[config.mk]
export PLATFORM = sky130hd
export DESIGN_NAME = autosym_restr_eval_flat
export DESIGN_NICKNAME = d
export VERILOG_FILES = /design/src/rtl/autosym_restr_eval_if.sv /design/src/rtl/autosym_restr_eval.sv /design/src/flat_wrapper.sv
export SDC_FILE = /design/constraint.sdc
export NUM_CORES = 1
export LEC_CHECK = 0
export CORE_MARGIN = 5
export CORE_UTILIZATION = 55
export DETAILED_ROUTE_END_ITERATION = 16
export HOLD_SLACK_MARGIN = 0.08
export PLACE_DENSITY = 0.74
export SYNTH_ARGS = -nofsm -noshare
export SYNTH_HDL_FRONTEND = slang
export SYNTH_HIERARCHICAL = 1
export SYNTH_SLANG_ARGS = --single-unit
[constraint.sdc]
create_clock -name clk -period 5.72 [get_ports clk]
set_input_delay 0.858 -clock clk [delete_from_list [all_inputs] [get_ports clk]]
set_output_delay 0.858 -clock clk [all_outputs]
set_load 0.02 [all_outputs]
[src/rtl/autosym_restr_eval_if.sv]
// Config, input-stream and output-stream signals of the autosymmetric evaluator.
// The slave modport is the evaluator side; master is the driver side.
interface autosym_restr_eval_if #(
  parameter int N_IN  = 9,
  parameter int K_RES = 7,
  parameter int N_OUT = 1,
  parameter int CNT_W = 16
);
  localparam int CFG_W = (N_IN > N_OUT) ? N_IN : N_OUT;

  logic             cfg_start;
  logic             cfg_done;
  logic             cfg_we;
  logic [1:0]       cfg_sel;
  logic [K_RES-1:0] cfg_addr;
  logic [CFG_W-1:0] cfg_data;
  logic             cfg_mode;
  logic             in_valid;
  logic             in_ready;
  logic [N_IN-1:0]  in_x;
  logic             out_valid;
  logic             out_ready;
  logic [N_OUT-1:0] out_y;
  logic [CNT_W-1:0] res_count;

  modport slave (
    input  cfg_start, cfg_done, cfg_we, cfg_sel, cfg_addr, cfg_data,
    input  in_valid, in_x, out_ready,
    output cfg_mode, in_ready, out_valid, out_y, res_count
  );

  modport master (
    output cfg_start, cfg_done, cfg_we, cfg_sel, cfg_addr, cfg_data,
    output in_valid, in_x, out_ready,
    input  cfg_mode, in_ready, out_valid, out_y, res_count
  );
endinterface

[src/rtl/autosym_restr_eval.sv]
// Streaming evaluator: y = A*x ^ c over GF(2), then out = tab[y].
// One row sub-module per restriction variable holds its row of A and forms y[i].
module autosym_restr_row #(
  parameter int N_IN = 9
) (
  input  logic            clk,
  input  logic            rst_n,
  input  logic            we,
  input  logic [N_IN-1:0] wdata,
  input  logic [N_IN-1:0] x,
  input  logic            c_bit,
  output logic            y_bit
);
  logic [N_IN-1:0] row;

  always_ff @(posedge clk or negedge rst_n) begin
    if (!rst_n)  row <= '0;
    else if (we) row <= wdata;
  end

  assign y_bit = (^(row & x)) ^ c_bit;
endmodule

module autosym_restr_eval #(
  parameter int N_IN  = 9,
  parameter int K_RES = 7,
  parameter int N_OUT = 1,
  parameter int CNT_W = 16
) (
  input logic                  clk,
  input logic                  rst_n,
  autosym_restr_eval_if.slave  bus
);
  localparam int CFG_W  = (N_IN > N_OUT) ? N_IN : N_OUT;
  localparam int CW     = (K_RES < CFG_W) ? K_RES : CFG_W;
  localparam int DEPTH  = 2**K_RES;
  localparam int STAGES = 2;

  typedef enum logic [1:0] {S_CFG = 2'd0, S_RUN = 2'd1, S_DRAIN = 2'd2} state_t;

  state_t                       state, state_nxt;
  logic [STAGES:1]              vld_pipe;
  logic                         adv, acc, cfg_wr, pipe_empty;
  logic [K_RES-1:0]             row_we;
  logic [K_RES-1:0]             c_reg, c_wdata, y_comb, s1_y;
  logic [DEPTH-1:0][N_OUT-1:0]  tab;
  logic [N_OUT-1:0]             out_y_q;
  logic [CNT_W-1:0]             cnt;

  assign adv        = !vld_pipe[STAGES] || bus.out_ready;
  assign acc        = bus.in_valid && bus.in_ready;
  assign cfg_wr     = (state == S_CFG) && bus.cfg_we;
  assign pipe_empty = (vld_pipe == '0);

  assign bus.in_ready  = (state == S_RUN) && adv;
  assign bus.cfg_mode  = (state == S_CFG);
  assign bus.out_valid = vld_pipe[STAGES];
  assign bus.out_y     = out_y_q;
  assign bus.res_count = cnt;

  always_ff @(posedge clk or negedge rst_n) begin
    if (!rst_n) state <= S_CFG;
    else        state <= state_nxt;
  end

  // A vector accepted in the same cycle as cfg_start still counts as in flight.
  always_comb begin
    state_nxt = state;
    unique case (state)
      S_CFG:   if (bus.cfg_done)  state_nxt = S_RUN;
      S_RUN:   if (bus.cfg_start) state_nxt = (pipe_empty && !acc) ? S_CFG : S_DRAIN;
      S_DRAIN: if (pipe_empty)    state_nxt = S_CFG;
      default: state_nxt = S_CFG;
    endcase
  end

  for (genvar i = 0; i < K_RES; i++) begin : g_row
    assign row_we[i] = cfg_wr && (bus.cfg_sel == 2'b00) && (bus.cfg_addr == K_RES'(i));
    autosym_restr_row #(.N_IN(N_IN)) u_row (
      .clk   (clk),
      .rst_n (rst_n),
      .we    (row_we[i]),
      .wdata (bus.cfg_data[N_IN-1:0]),
      .x     (bus.in_x),
      .c_bit (c_reg[i]),
      .y_bit (y_comb[i])
    );
  end

  always_comb begin
    c_wdata         = '0;
    c_wdata[CW-1:0] = bus.cfg_data[CW-1:0];
  end

  always_ff @(posedge clk or negedge rst_n) begin
    if (!rst_n) begin
      c_reg <= '0;
      tab   <= '0;
    end else if (cfg_wr) begin
      unique case (bus.cfg_sel)
        2'b01:   c_reg <= c_wdata;
        2'b10:   tab[bus.cfg_addr] <= bus.cfg_data[N_OUT-1:0];
        default: ;
      endcase
    end
  end

  // Both stages advance together; a full S2 with out_ready low freezes the pipe.
  always_ff @(posedge clk or negedge rst_n) begin
    if (!rst_n) begin
      vld_pipe <= '0;
      s1_y     <= '0;
      out_y_q  <= '0;
    end else if (adv) begin
      vld_pipe <= {vld_pipe[STAGES-1:1], acc};
      if (acc)         s1_y    <= y_comb;
      if (vld_pipe[1]) out_y_q <= tab[s1_y];
    end
  end

  always_ff @(posedge clk or negedge rst_n) begin
    if (!rst_n)                                              cnt <= '0;
    else if (bus.out_valid && bus.out_ready && cnt != '1)    cnt <= cnt + 1'b1;
  end
endmodule
[src/flat_wrapper.sv]
// flat-port wrapper written by rule: the top's interface ports become plain ports
module autosym_restr_eval_flat 
#(
  parameter int N_IN  = 9,
  parameter int K_RES = 7,
  parameter int N_OUT = 1,
  parameter int CNT_W = 16
)
  (clk, rst_n, bus_cfg_start, bus_cfg_done, bus_cfg_we, bus_cfg_sel, bus_cfg_addr, bus_cfg_data, bus_in_valid, bus_in_x, bus_out_ready, bus_cfg_mode, bus_in_ready, bus_out_valid, bus_out_y, bus_res_count);
  autosym_restr_eval_if #(.N_IN(N_IN), .K_RES(K_RES), .N_OUT(N_OUT), .CNT_W(CNT_W)) bus_i ();
  input logic clk;
  input logic rst_n;
  input wire logic [$bits(bus_i.cfg_start)-1:0] bus_cfg_start;
  input wire logic [$bits(bus_i.cfg_done)-1:0] bus_cfg_done;
  input wire logic [$bits(bus_i.cfg_we)-1:0] bus_cfg_we;
  input wire logic [$bits(bus_i.cfg_sel)-1:0] bus_cfg_sel;
  input wire logic [$bits(bus_i.cfg_addr)-1:0] bus_cfg_addr;
  input wire logic [$bits(bus_i.cfg_data)-1:0] bus_cfg_data;
  input wire logic [$bits(bus_i.in_valid)-1:0] bus_in_valid;
  input wire logic [$bits(bus_i.in_x)-1:0] bus_in_x;
  input wire logic [$bits(bus_i.out_ready)-1:0] bus_out_ready;
  output wire logic [$bits(bus_i.cfg_mode)-1:0] bus_cfg_mode;
  output wire logic [$bits(bus_i.in_ready)-1:0] bus_in_ready;
  output wire logic [$bits(bus_i.out_valid)-1:0] bus_out_valid;
  output wire logic [$bits(bus_i.out_y)-1:0] bus_out_y;
  output wire logic [$bits(bus_i.res_count)-1:0] bus_res_count;
  assign bus_i.cfg_start = bus_cfg_start;
  assign bus_i.cfg_done = bus_cfg_done;
  assign bus_i.cfg_we = bus_cfg_we;
  assign bus_i.cfg_sel = bus_cfg_sel;
  assign bus_i.cfg_addr = bus_cfg_addr;
  assign bus_i.cfg_data = bus_cfg_data;
  assign bus_i.in_valid = bus_in_valid;
  assign bus_i.in_x = bus_in_x;
  assign bus_i.out_ready = bus_out_ready;
  assign bus_cfg_mode = bus_i.cfg_mode;
  assign bus_in_ready = bus_i.in_ready;
  assign bus_out_valid = bus_i.out_valid;
  assign bus_out_y = bus_i.out_y;
  assign bus_res_count = bus_i.res_count;
  autosym_restr_eval #(.N_IN(N_IN), .K_RES(K_RES), .N_OUT(N_OUT), .CNT_W(CNT_W)) u_core (.clk(clk), .rst_n(rst_n), .bus(bus_i));
endmodule
# Word-level counts from Yosys, hierarchy flattened
# Cells that the tools add are included.
# word_totals
ff_bits,226
in_bits,34
out_inout_bits,20
wordCells,217
# classes
addsub,1
magnitude_cmp,3
eq_ne,14
mux,10
bitwise_logic,14
reduce_logical,34
# op_table
op,n
bitwise mux 128 bit,1
bitwise AND 9 bit,7
parity 9 bit,7
equality test 7 x 3 -> 1 bit (second input constant),3
adder 16 x 1 -> 16 bit (second input constant),1
< comparator 7 x 8 -> 1 bit (second input constant),2
inequality test 16 bit (second input constant),1
logical AND 1 bit,15
equality test 7 x 2 -> 1 bit (second input constant),2
2-to-1 mux 2 bit,4
AND reduction 2 bit,4
binary-select mux 1 bit (select 7 bit),1
demux 1 bit (select 7 bit),1
equality test 7 x 1 -> 1 bit (second input constant),1
greater-or-equal comparator 7 x 1 -> 1 bit (second input constant),1
zero test 7 bit,1
bitwise XOR 1 bit,7
zero test 2 bit,3
case mux 2 bit (3 select lines),1
equality test 2 x 1 -> 1 bit (second input constant),2
equality test 2 bit (second input constant),2
inequality test 2 bit (second input constant),2
AND reduction 3 bit,1
zero test 1 bit,2
other kinds (3),4

# Depth between registers and ports, before layout
# depth
depth_word,9
mapped_depth,10
ltp_nobuf,7

# Hierarchy
# The synthesis kept the hierarchy.
# by_module_without_submodules
module,instances,cells_each,area_per_inst_um2
autosym_restr_eval,1,692,8117.8
autosym_restr_row,7,36,459.2

# Worst setup path before layout
# OpenSTA, ideal clock, no wires.
# synth_timing
kind,input to register
startpoint,input port bus_cfg_addr[2]
endpoint,register u_core.g_row[4].u_row.row[0]
setup_time_ns,0.125
arrival_time_ns,2.453
required_ns,5.595
slack_ns,3.143
stages,7
n_path_buf,4
path_cell_list,clkbuf_1 or3b_2 clkbuf_1 buf_2 nor2_1 buf_2 mux2_2
# synth_via
elab_chain_len,2
# synth_rtl
element,line_no,rtl
from (decl),flat_wrapper.sv:17,input wire logic [$bits(bus_i.cfg_addr)-1:0] bus_cfg_addr;
equality test 7 x 3 -> 1 bit,autosym_restr_eval.sv:78,assign row_we[i] = cfg_wr && (bus.cfg_sel == 2'b00) && (bus.cfg_addr == K_RES'(i));
logical AND 1 bit,autosym_restr_eval.sv:78,
net u_core.row_we[4],autosym_restr_eval.sv:44,logic [K_RES-1:0] row_we;
to (signal assigned),autosym_restr_eval.sv:18,else if (we) row <= wdata;
to (decl),autosym_restr_eval.sv:14,logic [N_IN-1:0] row;
# The timed path passes the listed nets, and every way through them passes these cells.
# A chain may end at the register's enable or synchronous reset.

# Final worst setup path
# layout_timing
startpoint,input port bus_out_ready
endpoint,output port bus_in_ready
# layout_via
elab_chain_len,2
# layout_rtl
element,line_no,rtl
from (decl),flat_wrapper.sv:21,input wire logic [$bits(bus_i.out_ready)-1:0] bus_out_ready;
logical OR 1 bit,autosym_restr_eval.sv:50,assign adv = !vld_pipe[STAGES] || bus.out_ready;
logical AND 1 bit,autosym_restr_eval.sv:55,assign bus.in_ready = (state == S_RUN) && adv;
to (decl),flat_wrapper.sv:23,output wire logic [$bits(bus_i.in_ready)-1:0] bus_in_ready;
# No other way between the ends.

==> impl_metrics.env <==
export IMPL_hpwl_microns=15100
export IMPL_async_reset_ff_frac=1.00
export IMPL_power_density_nw_per_um2=336
export IMPL_min_path_type="input port to async pin"
export IMPL_synth_nets=979
export IMPL_ys_seq_elements=226
export IMPL_ir_drop_uv=230
export IMPL_drt_total_wl_microns=24100
export IMPL_gp_congestion=0.771
export IMPL_drt_iter0_drc=400
export IMPL_grt_usage=0.206
export IMPL_worst_slack_ps=2430
export IMPL_multi_input_area_sq_um=5420
export IMPL_chipHeight_microns=154
export IMPL_htreeDepth=1
export IMPL_crit_path_frequent_cell="clkdlybuf4s50_1"
export IMPL_outcome="finished, final reports clean"
export IMPL_max_freq_mhz=304
export IMPL_die_area_sq_um=23600
export IMPL_via_per_inst=5.65
export IMPL_ys_seq_area_frac=0.499
export IMPL_post_place_cells=1228
export IMPL_cts_clk_slew_worst_paths_ps=60
export IMPL_synth_cell_types=46
export IMPL_clockRootBuffer="clkbuf_16"
export IMPL_nFillCells=1570
export IMPL_nets=1020
export IMPL_clk_insertion_delay_late_ps=520
export IMPL_via_count=7199
export IMPL_layout_common_cells="dfrtp_1, mux2_2, nor2_1"
export IMPL_stdcell_area_sq_um=12900
export IMPL_top_register="u_core/tab"
export IMPL_yosys_warnings=6
export IMPL_crit_required_ps=4860
export IMPL_fin_crit_sh=0.575
export IMPL_grt_overflow=0
export IMPL_setup_viol=0
export IMPL_hold_viol=0
export IMPL_layout_cells_non_filler=1274
export IMPL_drc=0
export IMPL_largest_reg_flops=128
export IMPL_fin_util=0.636
export IMPL_regArea_sq_um=5660
export IMPL_drv_slew=0
export IMPL_clock_skew_ps=7.35
export IMPL_die_width_microns=154
export IMPL_antenna_found_initial=0
export IMPL_ctsLongestPathBuffers=3
export IMPL_antenna_cells=0
export IMPL_drive_above_1_share=0.286
export IMPL_netlist_instances=944
export IMPL_worstPathCellList="clkdlybuf4s50_1, nand2b_1, and3b_1, clkdlybuf4s50_1"
export IMPL_cts_repair_resized=0
export IMPL_drtPass1Iterations=5
export IMPL_fp_coreArea_sq_um=20200
export IMPL_drt_wirelength_per_cell_microns=18.9
export IMPL_cap_violations=0
export IMPL_grt_pass1_vias=7502
export IMPL_synth_edf_count=0
export IMPL_total_power_mw=4.32
export IMPL_rows=52
export IMPL_start_util=0.560
export IMPL_area_growth_pct=13.5
export IMPL_synth_area_per_cell_sq_um=12.0
export IMPL_final_common_cell="dfrtp_1"
export IMPL_end_kind="output port"
export IMPL_cts_setup_buffers=0
export IMPL_grt_max_degree=130
export IMPL_port_buffers=53
export IMPL_fin_tns_setup_ps=0
export IMPL_cts_tree="built"
export IMPL_cts_sinks=226
export IMPL_critical_path_arrival_ps=2430
export IMPL_cpPeakStageDelay_ps=610
export IMPL_max_slew_margin=0.231
export IMPL_ant_nets=0
export IMPL_cts_buffers=25
export IMPL_tightest_slew_ps=1150
export IMPL_whs_ps=377
export IMPL_pin_count=54
export IMPL_postPlaceCellArea_sq_um=12000
export IMPL_slowest_stage="clkdlybuf4s50_1"
export IMPL_synthFlopType="dfrtp_1"
export IMPL_rsz0062_at_grt="false"
export IMPL_critPathMaxFanout=6
export IMPL_hold_buffers=0
export IMPL_fin_crit_ps=3290
export IMPL_grt_pass1_wl_microns=39900
export IMPL_critPathLaunchType="input port"
export IMPL_p_leak_nw=5.88
export IMPL_dp_worst_setup_slack_ps=2360
export IMPL_synth_area_sq_um=11300
export IMPL_path_class="input port to output port"
[cell families (layout without fill, tap and decap cells)]
| logic type | after synthesis | count (layout) | share of synthesized area |
|---|---|---|---|
| mux | 256 | 256 | 0.277 |
| fa+ha+maj | 1 | 1 | 0.00110 |
| buf+inv | 53 | 113 | 0.0223 |
| simple gates | 310 | 310 | 0.117 |
| flops | 226 | 226 | 0.499 |
| xor+xnor | 71 | 71 | 0.0680 |
| compound gates | 27 | 27 | 0.0157 |
[power breakdown]
| part | switching [mW] | leakage [nW] | internal, mW | total [mW] |
|---|---|---|---|---|
| Sequential | 0.171 | 3.11 | 1.71 | 1.88 |
| Clock | 0.627 | 0.407 | 0.933 | 1.56 |
| Combinational | 0.428 | 2.37 | 0.446 | 0.873 |
| Total | 1.23 | 5.88 | 3.09 | 4.32 |
[area by class of cell]
cell class,count,share of cell area
Clock buffer,41,0.0611
Clock inverter,5,0.00224
Inverter,3,0.000876
Multi-Input combinational cell,665,0.422
Sequential cell,226,0.440
Tap cell,270,0.0263
Timing Repair Buffer,64,0.0479
[final timing paths]
kind	cells after the start	startpoint	slack [ps]	endpoint
worst max-delay path	4	bus_out_ready	2430	bus_in_ready
worst min-delay path	1	rst_n	380	u_core/tab[1]
worst max register to register	6	u_core/state[0]	3060	u_core/g_row[1].u_row/row[4]
worst min register to register	1	u_core/tab[113]	500	u_core/tab[113]
max in group asynchronous	2	rst_n	3990	u_core/bus.res_count[7]
min in group clk	1	u_core/tab[113]	500	u_core/tab[113]
[synth_stat cells, types with 2 or more instances]
master,instances,area share
a22oi_1,4,0.0026
and3_1,4,0.0022
xnor2_2,7,0.010
inv_1,3,0.00099
nand4_1,5,0.0028
mux2i_1,28,0.025
nor2_1,147,0.049
mux4_2,11,0.022
o21ai_0,5,0.0022
xnor3_1,7,0.014
clkbuf_1,32,0.011
xor2_1,10,0.0077
a211oi_1,3,0.0020
mux2_2,206,0.20
a21oi_1,5,0.0022
buf_4,2,0.0013
dfrtp_1,226,0.50
nand2b_1,5,0.0028
mux4_1,11,0.026
nand2_1,91,0.030
buf_6,2,0.0020
nor4b_1,2,0.0015
nand3_1,21,0.0093
nor2b_1,8,0.0044
nor3_1,10,0.0044
o22ai_1,3,0.0017
nand3b_1,4,0.0026
buf_2,12,0.0053
nand2_2,7,0.0039
xnor2_1,47,0.036
[routing by layer]
layer	GRT usage	up-vias	share of wire
met5	0	-	0
met4	0.0551	0	0.019
met3	0.0250	38	0.037
met2	0.335	115	0.48
met1	0.296	3698	0.46
li1	-	3348	-
[worst max-delay path, delay by kind of cell]
| family | cells | cell delay [ps] |
|---|---|---|
| and+or+nand+nor | 2 | 450 |
| buffers and inverters | 2 | 1110 |
Note: power is estimated with default switching activity, not from simulation.
